[config.mk]
export PLATFORM = sky130hd
export DESIGN_NAME = udp_tx_arbiter_flat
export DESIGN_NICKNAME = d
export VERILOG_FILES = /design/src/rtl/udp_tx_arbiter_pkg.sv /design/src/rtl/udp_tx_arbiter_if.sv /design/src/rtl/udp_tx_arbiter_rr_pick.sv /design/src/rtl/udp_tx_arbiter.sv /design/src/flat_wrapper.sv
export SDC_FILE = /design/constraint.sdc
export NUM_CORES = 1
export LEC_CHECK = 0
export CORE_ASPECT_RATIO = 1.5
export CORE_MARGIN = 10
export CORE_UTILIZATION = 25
export CTS_BUF_LIST = sky130_fd_sc_hd__clkbuf_4
export DETAILED_ROUTE_END_ITERATION = 8
export PLACE_DENSITY_LB_ADDON = 0.1
export SLEW_MARGIN = 25
export SYNTH_ARGS = -nofsm -noshare
export SYNTH_HDL_FRONTEND = slang
export SYNTH_HIERARCHICAL = 1
export SYNTH_SLANG_ARGS = --single-unit
[constraint.sdc]
create_clock -name clock -period 6.3 [get_ports clock]
set_input_delay 1.89 -clock clock [delete_from_list [all_inputs] [get_ports clock]]
set_output_delay 1.89 -clock clock [all_outputs]
set_load 0.03 [all_outputs]
[src/rtl/udp_tx_arbiter_pkg.sv]
// Shared definitions for the UDP transmit arbiter: FSM state encoding and
// default sizing parameters.
package udp_tx_pkg;

  typedef enum logic [1:0] {
    ST_IDLE  = 2'd0,
    ST_FETCH = 2'd1,
    ST_DRAIN = 2'd2,
    ST_GAP   = 2'd3
  } state_t;

  localparam int unsigned DEFAULT_NUM_REQ    = 3;
  localparam int unsigned DEFAULT_GAP_CYCLES = 12;

endpackage

[src/rtl/udp_tx_arbiter_if.sv]
// Bundle of request, payload and udp_send-facing signals around the arbiter.
// The slave modport is the arbiter's view; master is the surrounding logic
// (source FIFOs, udp_send).
interface udp_tx_arbiter_if #(
  parameter int unsigned NUM_REQ = udp_tx_pkg::DEFAULT_NUM_REQ
);

  logic                    mac_ready;
  logic                    udp_active;
  logic [NUM_REQ-1:0]      req;
  logic [16*NUM_REQ-1:0]   req_length;
  logic [8*NUM_REQ-1:0]    req_port_id;
  logic [16*NUM_REQ-1:0]   req_dst_port;
  logic [8*NUM_REQ-1:0]    req_data;
  logic [NUM_REQ-1:0]      ack;
  logic [NUM_REQ-1:0]      rd_en;
  logic [NUM_REQ-1:0]      grant;
  logic                    tx_enable;
  logic [7:0]              tx_data;
  logic [15:0]             tx_length;
  logic [7:0]              tx_port_id;
  logic [15:0]             tx_dst_port;
  logic                    busy;
  logic                    err_zero_len;

  modport slave (
    input  mac_ready, udp_active, req, req_length, req_port_id, req_dst_port, req_data,
    output ack, rd_en, grant, tx_enable, tx_data, tx_length, tx_port_id, tx_dst_port,
           busy, err_zero_len
  );

  modport master (
    output mac_ready, udp_active, req, req_length, req_port_id, req_dst_port, req_data,
    input  ack, rd_en, grant, tx_enable, tx_data, tx_length, tx_port_id, tx_dst_port,
           busy, err_zero_len
  );

endinterface

[src/rtl/udp_tx_arbiter_rr_pick.sv]
// Combinational round-robin select: first requesting index strictly after
// `last`, wrapping around. Returns one-hot, binary index and a valid flag.
module rr_pick #(
  parameter int unsigned N  = 3,
  parameter int unsigned IW = (N > 1) ? $clog2(N) : 1
) (
  input  logic [N-1:0]  req,
  input  logic [IW-1:0] last,
  output logic [N-1:0]  onehot,
  output logic [IW-1:0] index,
  output logic          valid
);

  int unsigned pos;

  // Walk the candidates in priority order starting just after last.
  always_comb begin
    onehot = '0;
    index  = '0;
    valid  = 1'b0;
    pos    = 0;
    for (int unsigned k = 1; k <= N; k++) begin
      pos = (32'(last) + k) % N;
      for (int unsigned i = 0; i < N; i++) begin
        if (!valid && (i == pos) && req[i]) begin
          valid     = 1'b1;
          onehot[i] = 1'b1;
          index     = IW'(i);
        end
      end
    end
  end

endmodule

[src/rtl/udp_tx_arbiter.sv]
// Round-robin scheduler sharing the udp_send path between NUM_REQ payload
// sources: grants one source per packet, latches its header fields, paces
// its FIFO bytes onto tx_data/tx_enable and enforces an idle gap afterwards.
module udp_tx_arbiter
  import udp_tx_pkg::*;
#(
  parameter int unsigned NUM_REQ    = DEFAULT_NUM_REQ,
  parameter int unsigned GAP_CYCLES = DEFAULT_GAP_CYCLES
) (
  input  logic            clock,
  input  logic            reset,
  udp_tx_arbiter_if.slave bus
);

  localparam int unsigned IW = (NUM_REQ > 1) ? $clog2(NUM_REQ) : 1;
  localparam int unsigned GW = (GAP_CYCLES > 1) ? $clog2(GAP_CYCLES) : 1;

  state_t              state;
  logic [IW-1:0]       last;
  logic [IW-1:0]       gidx;
  logic [15:0]         remaining;
  logic [GW-1:0]       gap_cnt;
  logic                en_d1;

  logic [NUM_REQ-1:0]  pick_onehot;
  logic [IW-1:0]       pick_index;
  logic                pick_valid;
  logic [15:0]         sel_length;
  logic [7:0]          sel_port_id;
  logic [15:0]         sel_dst_port;
  logic [7:0]          sel_data;

  rr_pick #(
    .N  (NUM_REQ),
    .IW (IW)
  ) u_rr_pick (
    .req    (bus.req),
    .last   (last),
    .onehot (pick_onehot),
    .index  (pick_index),
    .valid  (pick_valid)
  );

  // Header fields of the source about to be granted, and payload byte of the owner.
  always_comb begin
    sel_length   = '0;
    sel_port_id  = '0;
    sel_dst_port = '0;
    sel_data     = '0;
    for (int unsigned k = 0; k < NUM_REQ; k++) begin
      if (pick_index == IW'(k)) begin
        sel_length   = bus.req_length[k*16 +: 16];
        sel_port_id  = bus.req_port_id[k*8 +: 8];
        sel_dst_port = bus.req_dst_port[k*16 +: 16];
      end
      if (gidx == IW'(k)) begin
        sel_data = bus.req_data[k*8 +: 8];
      end
    end
  end

  // Packet FSM: arbitration, header latch, read pacing, drain wait and gap count.
  always_ff @(posedge clock or posedge reset) begin
    if (reset) begin
      state            <= ST_IDLE;
      last             <= IW'(NUM_REQ - 1);
      gidx             <= '0;
      remaining        <= '0;
      gap_cnt          <= '0;
      bus.ack          <= '0;
      bus.rd_en        <= '0;
      bus.grant        <= '0;
      bus.tx_length    <= '0;
      bus.tx_port_id   <= '0;
      bus.tx_dst_port  <= '0;
      bus.busy         <= 1'b0;
      bus.err_zero_len <= 1'b0;
    end else begin
      bus.ack          <= '0;
      bus.err_zero_len <= 1'b0;
      bus.rd_en        <= '0;
      case (state)
        ST_IDLE: begin
          if (bus.mac_ready && pick_valid) begin
            bus.tx_length   <= sel_length;
            bus.tx_port_id  <= sel_port_id;
            bus.tx_dst_port <= sel_dst_port;
            bus.ack         <= pick_onehot;
            bus.busy        <= 1'b1;
            last            <= pick_index;
            gidx            <= pick_index;
            remaining       <= sel_length;
            if (sel_length == '0) begin
              bus.err_zero_len <= 1'b1;
              bus.grant        <= '0;
              gap_cnt          <= '0;
              state            <= ST_GAP;
            end else begin
              bus.grant <= pick_onehot;
              state     <= ST_FETCH;
            end
          end
        end
        ST_FETCH: begin
          if (remaining != '0) begin
            bus.rd_en <= bus.grant;
            remaining <= remaining - 16'd1;
          end else if ((bus.rd_en == '0) && !en_d1 && !bus.tx_enable) begin
            state <= ST_DRAIN;
          end
        end
        ST_DRAIN: begin
          if (!bus.udp_active) begin
            bus.grant <= '0;
            gap_cnt   <= '0;
            state     <= ST_GAP;
          end
        end
        ST_GAP: begin
          if (gap_cnt == GW'(GAP_CYCLES - 1)) begin
            bus.busy <= 1'b0;
            state    <= ST_IDLE;
          end else begin
            gap_cnt <= gap_cnt + 1'b1;
          end
        end
        default: state <= ST_IDLE;
      endcase
    end
  end

  // Two-stage strobe pipeline; the data byte arrives one clock after rd_en.
  always_ff @(posedge clock or posedge reset) begin
    if (reset) begin
      en_d1         <= 1'b0;
      bus.tx_enable <= 1'b0;
      bus.tx_data   <= '0;
    end else begin
      en_d1         <= |bus.rd_en;
      bus.tx_enable <= en_d1;
      if (en_d1) begin
        bus.tx_data <= sel_data;
      end
    end
  end

endmodule

[src/flat_wrapper.sv]
// flat-port wrapper written by rule: the top's interface ports become plain ports
module udp_tx_arbiter_flat import udp_tx_pkg::*;
#(
  parameter int unsigned NUM_REQ    = DEFAULT_NUM_REQ,
  parameter int unsigned GAP_CYCLES = DEFAULT_GAP_CYCLES
)
  (clock, reset, bus_mac_ready, bus_udp_active, bus_req, bus_req_length, bus_req_port_id, bus_req_dst_port, bus_req_data, bus_ack, bus_rd_en, bus_grant, bus_tx_enable, bus_tx_data, bus_tx_length, bus_tx_port_id, bus_tx_dst_port, bus_busy, bus_err_zero_len);
  udp_tx_arbiter_if #(.NUM_REQ(NUM_REQ)) bus_i ();
  input  logic clock;
  input  logic reset;
  input wire logic [$bits(bus_i.mac_ready)-1:0] bus_mac_ready;
  input wire logic [$bits(bus_i.udp_active)-1:0] bus_udp_active;
  input wire logic [$bits(bus_i.req)-1:0] bus_req;
  input wire logic [$bits(bus_i.req_length)-1:0] bus_req_length;
  input wire logic [$bits(bus_i.req_port_id)-1:0] bus_req_port_id;
  input wire logic [$bits(bus_i.req_dst_port)-1:0] bus_req_dst_port;
  input wire logic [$bits(bus_i.req_data)-1:0] bus_req_data;
  output wire logic [$bits(bus_i.ack)-1:0] bus_ack;
  output wire logic [$bits(bus_i.rd_en)-1:0] bus_rd_en;
  output wire logic [$bits(bus_i.grant)-1:0] bus_grant;
  output wire logic [$bits(bus_i.tx_enable)-1:0] bus_tx_enable;
  output wire logic [$bits(bus_i.tx_data)-1:0] bus_tx_data;
  output wire logic [$bits(bus_i.tx_length)-1:0] bus_tx_length;
  output wire logic [$bits(bus_i.tx_port_id)-1:0] bus_tx_port_id;
  output wire logic [$bits(bus_i.tx_dst_port)-1:0] bus_tx_dst_port;
  output wire logic [$bits(bus_i.busy)-1:0] bus_busy;
  output wire logic [$bits(bus_i.err_zero_len)-1:0] bus_err_zero_len;
  assign bus_i.mac_ready = bus_mac_ready;
  assign bus_i.udp_active = bus_udp_active;
  assign bus_i.req = bus_req;
  assign bus_i.req_length = bus_req_length;
  assign bus_i.req_port_id = bus_req_port_id;
  assign bus_i.req_dst_port = bus_req_dst_port;
  assign bus_i.req_data = bus_req_data;
  assign bus_ack = bus_i.ack;
  assign bus_rd_en = bus_i.rd_en;
  assign bus_grant = bus_i.grant;
  assign bus_tx_enable = bus_i.tx_enable;
  assign bus_tx_data = bus_i.tx_data;
  assign bus_tx_length = bus_i.tx_length;
  assign bus_tx_port_id = bus_i.tx_port_id;
  assign bus_tx_dst_port = bus_i.tx_dst_port;
  assign bus_busy = bus_i.busy;
  assign bus_err_zero_len = bus_i.err_zero_len;
  udp_tx_arbiter #(.NUM_REQ(NUM_REQ), .GAP_CYCLES(GAP_CYCLES)) u_core (.clock(clock), .reset(reset), .bus(bus_i));
endmodule
==> results.ini <==
[status]
status = completed

[global_routing]
busiest_layer = met2
grt_use_met3 = 0.05073
antenna_found_initial = 1
grt_overflow = 0
grt_pass1_wl_um = 29000
grt_pass1_vias = 5195
met2_usage = 0.2542
gr-usage-met1 = 0.1477
grt.total_usage = 0.1429
grt_max_degree = 60

[cells_and_area]
multi_input_area_um2 = 2606
fill_cells = 2002
drive_gt1_frac = 0.05906
syn_to_final_growth_pct = 51.46
final_util = 0.3872
nets = 901
fin_cells = 1002
seqCellArea_um2 = 2153

[power_and_ir_drop]
ir_drop_v = 0.0001849
leakage_nw = 3.058
total_power_w = 0.003339
power_density_nw_per_um2 = 446.5

[die]
initial_utilization = 0.2557
die_h_um = 192.1
io_pins = 211
die-area_um2 = 25890
placementRows = 62
die_x_um = 134.8
core_region_area_um2 = 19320

[yosys]
syn_inst = 543
synth_area_leaders = dfrtp_1, mux2i_1, o21ai_1
synthArstFlopShare = 1.000
ys_types = 58
synth_top_area_share = 0.4307
ys_warn_count = 6
yosysSeqAreaShare = 0.4360
syn_avg_cell_area_um2 = 9.095
netlist_area_um2 = 4938
synth_edf_count = 0
ys_seq_elements = 86
yosysTopAreaCell = dfrtp_1
synth-main-ff-cell = dfrtp_1
synth_fp_nets = 704

[critical_path]
crit_type = in -> reg
worstSetupEndpointType = flop
ff2ff_path_depth = 11
cp.required_ps = 6620
rrSetupSlack_ps = 2290
cp.arrival_ps = 5230
path_cells = clkdlybuf4s50_1, o31a_1, o21a_2, buf_4, mux2i_1, a2bb2oi_1, nand4_1, o41ai_2, nand3_2, mux2_1
worstSetupStartpointType = input pin
critPathSlowestCell = o41ai_2
cpPeakStageDelay_ps = 550
r2r-end = u_core/gap_cnt[0]
r2r_start = u_core/last[0]
critPathMaxFanout = 14

[placed_design]
place_inst = 983
numPortBuffers = 210
place_hpwl_um = 15180
place_congestion = 0.8010

[clock_tree]
cts-buffers-inserted = 9
cts_tree = built
post_cts_resized = 0
worstSkewPairLatency_ps = 430
htreeDepth = 3
path_clk_slew_ps = 150
cts_buffer_depth = 2
post_cts_buffers = 0
cts.sinks = 86
cts_root_buffer = clkbuf_4
holdBufCountCts = 0

[sta]
finalMaxSlewViolations = 0
rsz0062_at_grt = false
skew_ps = 17.04
setup-tns-final_ps = 0
period_share = 0.7793
finalHoldViolCount = 0
hold_slack_ps = 489.8
min_period_ps = 4909
worst_slew_pin_slew_ps = 712.3
setup_viol = 0
max_freq_ghz = 0.2037
relSlewSlack = 0.5252

[detailed_routing]
wirelength_um = 18930
routedWlPerCell_um = 18.89
vias = 4786
drt_iter0_drc = 215
firstDrtPassIters = 4
postRouteAntennaNets = 0
viasPerCell = 4.776
drcViolationCount = 0

[hold_path]
worstHoldPathType = reg -> reg
hold_path.startpoint = u_core/last[1]
min_path_cells = 2
hold_end = u_core/last[1]

[run]
maxCapViolations = 0

[kinds of logic after synthesis]
family / after synthesis / share of synthesized area
and+or+nand+nor: 184 / 0.1728
AOI/OAI and AO/OA: 164 / 0.2186
DFF: 86 / 0.4360
muxes: 53 / 0.1077
buffers and inverters: 46 / 0.03952
adders and majority gates: 10 / 0.02534
[through the flow]
stage               setup slack, ps  cell area (µm²)
global route                   1211             7480
detailed placement            975.9             7284
finish                         1391             7480
global placement               1167             7284
floorplan                      2190             4938
CTS                            1448             7445
[layout make-up]
cell class              instances  area share
well taps                     256     0.04282
flip-flops and latches         86      0.2879
repair buffers                219      0.2922
clock inverters                 6     0.01138
diodes                          1   0.0003346
multi-input cells             411      0.3484
inverters                      13    0.006858
clock buffers                  10     0.01004
[Yosys cell counts (2+ instances only)]
cell type and n:
a221o_1 4, nor3_1 16, mux2i_1 52, buf_2 3, nand3_2 2, or3_1 5
nor2b_1 4, a22o_1 4, nand4_1 6, a21o_1 2, ha_1 10, or4_4 2
dfrtp_1 85, a21boi_1 2, clkbuf_1 18, nand3_1 11, o21ai_1 58, or4_1 2
inv_1 13, o21a_1 2, and2_1 6, o41ai_2 2, buf_6 2, a2bb2oi_1 11
buf_1 9, nand2_1 70, o21ai_0 5, a2bb2oi_2 5, nor2_1 51, a21oi_1 52
a211o_1 2
[worst max-delay path by stage]
stage / end / slack (ps) / cells after the start / startpoint
2_1_floorplan: u_core/bus.ack[0] / 2190 / 1 / reset
3_3_place_gp: u_core/gap_cnt[0] / 1170 / 9 / bus_req[2]
3_5_place_dp: u_core/gap_cnt[0] / 980 / 10 / bus_req[2]
4_1_cts: u_core/gap_cnt[0] / 1450 / 10 / bus_req[2]
5_1_grt: u_core/gap_cnt[0] / 1210 / 10 / bus_req[0]
6_report: u_core/gap_cnt[0] / 1390 / 10 / bus_req[2]
[state kept, by name, summed over array words and instances (netlist names)]
name and flops:
u_core/state 2, u_core/en_d1 1, u_core/gidx 1, u_core/remaining 16
u_core/last 2, u_core/bus.rd_en 3, u_core/bus.tx_enable 1, u_core/bus.ack 3
u_core/bus.tx_port_id 8, u_core/bus.tx_data 8, u_core/bus.tx_dst_port 16, u_core/bus.err_zero_len 1
u_core/bus.grant 3, u_core/gap_cnt 4, u_core/bus.tx_length 16, u_core/bus.busy 1
[per-layer routing]
metal	vias to the layer above	routed length [µm]	share of wire
met5	-	0	0
met2	178	9834	0.52
met3	27	1482	0.078
met1	2239	7039	0.37
li1	2342	-	-
met4	0	574	0.030
[critical path: cells and delay by family]
family / cells / cell delay [ps]
multiplexers: 2 / 570
buffers and inverters: 2 / 820
AO/OA/AOI/OAI: 4 / 1510
AND/OR/NAND/NOR: 2 / 410
[power breakdown]
group,internal (W),switching [W],leakage (nW)
clock,0.000165,0.000199,0.0861
sequential,0.000762,0.000192,1.06
combinational,0.000838,0.00118,1.91
total,0.00177,0.00157,3.06
[cells in the final DEF, fill, tap and decap left out, drive strengths merged, types with 2 or more instances in the layout]
master / n
or4: 4
clkinv: 3
a22oi: 2
nand4: 6
nand3: 13
a21o: 2
nor2b: 4
buf: 9
nor2: 51
dfrtp: 85
or3: 5
and2: 7
clkdlybuf4s50: 210
nor3: 16
a21oi: 52
nand2: 70
a2bb2oi: 16
bufinv: 2
mux2i: 52
a211o: 2
clkbuf: 10
a22o: 5
o21a: 2
inv: 14
ha: 10
o41ai: 3
a221o: 4
a21boi: 2
o21ai: 63
Note: power is estimated with default switching activity, not from simulation.
